==> src/rtl/depth_event_axis_tx.sv <==
// Serialises depth_event_t records into fixed 8-beat, 32-bit AXI4-Stream frames
// carrying a sync byte and a 16-bit frame sequence number for the PL->PS DMA path.
module depth_event_axis_tx #(
    parameter logic [7:0] SYNC_BYTE = 8'hA5
) (
    input  logic         clk,
    input  logic         rst_n,
    input  logic         in_valid,
    output logic         in_ready,
    input  logic [218:0] in_event,
    output logic         m_axis_tvalid,
    input  logic         m_axis_tready,
    output logic [31:0]  m_axis_tdata,
    output logic         m_axis_tlast,
    output logic [15:0]  frame_seq,
    output logic [31:0]  frames_sent
);

    typedef enum logic {
        IDLE,
        SEND
    } state_t;

    state_t         state;
    state_t         state_next;
    logic [2:0]     beat_idx;
    logic [2:0]     beat_next;
    logic [218:0]   ev_q;
    logic [15:0]    seq_q;
    logic [15:0]    seq_cnt;
    logic [31:0]    sent_cnt;
    logic           load;
    logic           ready_raw;
    logic           last_fire;

    // depth_event_t packing, MSB first:
    // rec_type(2) side(1) symbol_id(16) ts_rx_ns(64) update_id(64) price_fp(32) qty_fp(32) flags(8)
    logic [1:0]     rec_type;
    logic           side;
    logic [15:0]    symbol_id;
    logic [63:0]    ts_rx_ns;
    logic [63:0]    update_id;
    logic [31:0]    price_fp;
    logic [31:0]    qty_fp;
    logic [7:0]     flags;

    assign rec_type  = ev_q[218:217];
    assign side      = ev_q[216];
    assign symbol_id = ev_q[215:200];
    assign ts_rx_ns  = ev_q[199:136];
    assign update_id = ev_q[135:72];
    assign price_fp  = ev_q[71:40];
    assign qty_fp    = ev_q[39:8];
    assign flags     = ev_q[7:0];

    always_comb begin
        state_next    = state;
        beat_next     = beat_idx;
        load          = 1'b0;
        ready_raw     = 1'b0;
        m_axis_tvalid = 1'b0;
        case (state)
            IDLE: begin
                ready_raw = 1'b1;
                if (in_valid) begin
                    load       = 1'b1;
                    state_next = SEND;
                    beat_next  = '0;
                end
            end
            SEND: begin
                m_axis_tvalid = 1'b1;
                // Last-beat handshake frees the holding register in the same cycle.
                ready_raw     = (beat_idx == 3'd7) && m_axis_tready;
                if (m_axis_tready) begin
                    beat_next = beat_idx + 3'd1;
                    if (beat_idx == 3'd7) begin
                        if (in_valid) begin
                            load = 1'b1;
                        end else begin
                            state_next = IDLE;
                        end
                    end
                end
            end
            default: begin
                state_next = IDLE;
            end
        endcase
    end

    assign in_ready  = rst_n & ready_raw;
    assign last_fire = m_axis_tvalid && m_axis_tready && (beat_idx == 3'd7);

    always_ff @(posedge clk or negedge rst_n) begin
        if (!rst_n) begin
            state    <= IDLE;
            beat_idx <= '0;
            ev_q     <= '0;
            seq_q    <= '0;
            seq_cnt  <= '0;
            sent_cnt <= '0;
        end else begin
            state    <= state_next;
            beat_idx <= beat_next;
            if (load) begin
                ev_q  <= in_event;
                seq_q <= last_fire ? (seq_cnt + 16'd1) : seq_cnt;
            end
            if (last_fire) begin
                seq_cnt  <= seq_cnt + 16'd1;
                sent_cnt <= sent_cnt + 32'd1;
            end
        end
    end

    always_comb begin
        m_axis_tdata = '0;
        m_axis_tlast = 1'b0;
        if (m_axis_tvalid) begin
            case (beat_idx)
                3'd0: m_axis_tdata = {SYNC_BYTE, rec_type, side, 5'b00000, symbol_id};
                3'd1: m_axis_tdata = ts_rx_ns[63:32];
                3'd2: m_axis_tdata = ts_rx_ns[31:0];
                3'd3: m_axis_tdata = update_id[63:32];
                3'd4: m_axis_tdata = update_id[31:0];
                3'd5: m_axis_tdata = price_fp;
                3'd6: m_axis_tdata = qty_fp;
                default: begin
                    m_axis_tdata = {flags, 8'h00, seq_q};
                    m_axis_tlast = 1'b1;
                end
            endcase
        end
    end

    assign frame_seq   = seq_cnt;
    assign frames_sent = sent_cnt;

endmodule
==> config.mk <==
export PLATFORM = sky130hd
export DESIGN_NAME = depth_event_axis_tx
export DESIGN_NICKNAME = d
export VERILOG_FILES = /design/src/rtl/depth_event_axis_tx.sv
export SDC_FILE = /design/constraint.sdc
export NUM_CORES = 1
export LEC_CHECK = 0
export CORE_MARGIN = 2
export CORE_UTILIZATION = 42
export CTS_CLUSTER_SIZE = 28
export DETAILED_ROUTE_END_ITERATION = 7
export MAX_ROUTING_LAYER = met4
export PLACE_DENSITY = 0.69
export SETUP_SLACK_MARGIN = 0.15
export SLEW_MARGIN = 20
export SYNTH_ARGS = -nofsm -noshare
export SYNTH_HDL_FRONTEND = slang
export SYNTH_SLANG_ARGS = --single-unit
export TNS_END_PERCENT = 30
==> constraint.sdc <==
create_clock -name clk -period 6 [get_ports clk]
set_input_delay 1.2 -clock clk [delete_from_list [all_inputs] [get_ports clk]]
set_output_delay 1.2 -clock clk [all_outputs]
set_load 0.005 [all_outputs]
==> key figures <==
Min path
  – Worst hold path class: reg2reg

Worst setup path
  – Required @ worst endpoint: 4.80 ns
  – Critical path startpoint category: flip-flop
  – Crit path max fanout: 29
  – R2R setup slack: approximately 2.6 ns
  – Worst EP arrival: 3.60 ns
  – Critical path class: reg2out
  – CP endpoint kind: primary output

Routing
  – Initial DRC Count: 853
  – Drt wl/cell: ~19 µm
  – Via density: 5.25
  – DR vias: 11200
  – DRC: 0
  – Antenna Nets Post-Route: 0
  – Drt first pass iters: 6
  – Total wire length: 40400 µm

Timing
  – Hold slack: 0.470 ns
  – Final worst slack: approximately 1.2 ns
  – Sum of negative setup slack: 0 ns
  – Final worst-path cycle share: 80.0%
  – Final setup violation count: 0
  – Max Fclk: 0.208 GHz
  – Rel. slew slack: 27.2%
  – Minimum clock period: 4.80 ns
  – RSZ-0062 raised after global routing: false
  – Least-Margin Pin Slew: 1.09 ns
  – Hold Violations, Final: 0
  – Pins Over Slew Limit: 0
  – Layout Skew: 0.0126 ns

Synth
  – Post-synth cell types: 48
  – Syn Area/Cell: 9.03 µm²
  – #FFs+latches synth: between 200 and 300
  – Register area share after synthesis: 55.3%
  – Cell taking the most area after synthesis: dfrtp_1
  – Adder-cell share of the synthesized area: 0.771%
  – Synth area leaders: dfrtp_1 (55%), nand2_1 (21%), mux2_2 (4.1%)
  – Mux share of post-synthesis cell area: 4.23%
  – Post-synth ARST share: 100%
  – Most frequent cell after synthesis: nand2_1
  – EDFF count, synth: 0
  – Synthesis Warnings: 0
  – Post-synthesis compound-gate area fraction: approximately 7.6%
  – Synth cell count leaders: nand2_1 (714), dfrtp_1 (287), mux2_2 (47)
  – Post-Synthesis Cells: 1437
  – Mapped Area: 0.0130 mm²
  – Post-Synth Simple-Gate Area: 25.9%
  – Yosys top cell area share: 55.3%
  – Main combinational cell family by area after synthesis: simple AND/OR/NAND/NOR gates
  – Synth Flop Type: dfrtp_1
  – Synthesized net count: about 1700
  – Synth Area in XOR/XNOR: 2.77%

CTS
  – Postcts setup bufs: 0
  – Hold_buf cts: 0
  – Clock sinks: 287
  – Resize count post-CTS: 0
  – Worst-Skew Late Latency: 0.51 ns
  – CTS tree: yes
  – Clk root buf: clkbuf_16
  – Total CTS buffers: 34
  – Maximum root-to-sink buffer count: 3
  – H-tree levels: 2
  – Clk pin slew, worst setup/hold paths: ~0.060 ns

Power and ir drop
  – Peak VDD IR: 0.274 mV
  – Pleak: 0.00832 µW
  – PwrDens: 466 mW/mm²

Final layout
  – # nets final: 1938
  – Area Overhead vs Synth: 34.8%
  – Reg area: 0.00718 mm²
  – Layout fillers: ~2800
  – Layout cell share with drive strength beyond 1: ~8.3%
  – Area of the multi-input gates: between 0.005 and 0.006 mm²

Die
  – Die X: about 180 µm
  – Core Area: 0.0305 mm²
  – Initial core utilization: ~43%
  – I/O pin count: between 300 and 400
  – DIE HEIGHT: 180 µm
  – # rows: 64
  – Die area: about 0.032 mm²

Run status
  – Outcome: finished clean

GRT
  – Grt total ovfl: 0
  – Vias in the first global route: 11200
  – Largest net degree at the start of global routing: 186
  – Antenna violations before repair: 7
  – All-Layer GR Usage: 25.5%
  – First-pass GRT wire length: 63500 µm

Placement
  – Port Buf Inserts: 305
  – Dpl ws: 1.76 ns
  – RePlAce Congestion: around 0.86
  – HPWL after detailed placement: 27400 µm

Flow run
  – Max-cap violations: 0
## per-stage QoR
stage	util, %	std cells	cell area (µm²)	total power (µW)
3_3_place_gp	53.5	2066	16300	6000
2_1_floorplan	-	1437	13000	4670
3_5_place_dp	53.5	2066	16300	6070
4_1_cts	57.2	2124	17500	8200
5_1_grt	57.3	2132	17500	8660
6_report	57.3	2132	17500	8150
## report_power, final
group	leakage [µW]	internal (µW)	switching, µW
registers	0.00364	2670	438
logic	0.00412	1390	1570
clock network	0.000555	1260	815
## worst paths after layout
check                                        start                          end  cells past startpoint
setup / recovery           beat_idx[1]$_DFFE_PN0P_             m_axis_tdata[16]                      8
hold / removal                ev_q[69]$_DFFE_PN0P_         ev_q[69]$_DFFE_PN0P_                      2
setup reg to reg           beat_idx[2]$_DFFE_PN0P_        seq_q[15]$_DFFE_PN0P_                      7
hold reg to reg               ev_q[69]$_DFFE_PN0P_         ev_q[69]$_DFFE_PN0P_                      2
max in group asynchronous                    rst_n         ev_q[17]$_DFFE_PN0P_                      4
min in group asynchronous                    rst_n  frames_sent[12]$_DFFE_PN0P_                      1
## kinds of logic (layout without fill, tap and decap cells)
group | count (synthesis) | after routing
buffers and inverters | 95 | 387
multiplexers | 49 | 49
AND/OR/NAND/NOR | 823 | 823
other | 0 | 7
AO/OA/AOI/OAI | 134 | 134
adder cells (fa/ha/maj) | 8 | 8
XOR/XNOR | 41 | 41
flip-flops | 287 | 287
## state kept, by name (all words and copies together) (netlist names)
name,cells
beat_idx,3
ev_q,219
frame_seq,16
frames_sent,32
seq_q,16
state,1
## critical path: stages, from the launching register on
cell,delay (ns)
dfrtp_1,0.40
inv_1,0.12
ha_2,0.49
buf_4,0.47
nor4_4,0.14
buf_4,0.27
nand2b_1,0.41
a21oi_1,0.25
clkdlybuf4s50_1,0.53
## cell type report
class / instances / share of cell area [%]
clock buffer: 44 / 5.73
timing repair buffer: 322 / 18.6
antenna: 7 / 0.100
multi-input combinational: 1055 / 30.8
tap: 396 / 2.83
inverter: 7 / 0.150
clock inverter: 14 / 0.765
sequential: 287 / 41.1
## layer usage
layer	vias to the layer above	global-route usage, %	wire [µm]
li1	5290	-	-
met1	5467	33.6	17500
met2	382	39.8	18900
met3	56	6.02	3120
met4	0	6.80	862
met5	-	-	0
## layout by cell type, fill, tap and decap left out, drive strengths merged, types with 8 or more instances in the layout
cell type	count
mux2	47
clkbuf	44
xnor2	35
clkinv	8
o21ai	10
a31oi	15
a22oi	22
nor2	30
clkdlybuf4s50	304
dfrtp	287
a21oi	32
ha	8
buf	18
a222oi	27
nand4	15
nand3	25
nand2	714
No activity file was read; power rests on OpenSTA's default activity.
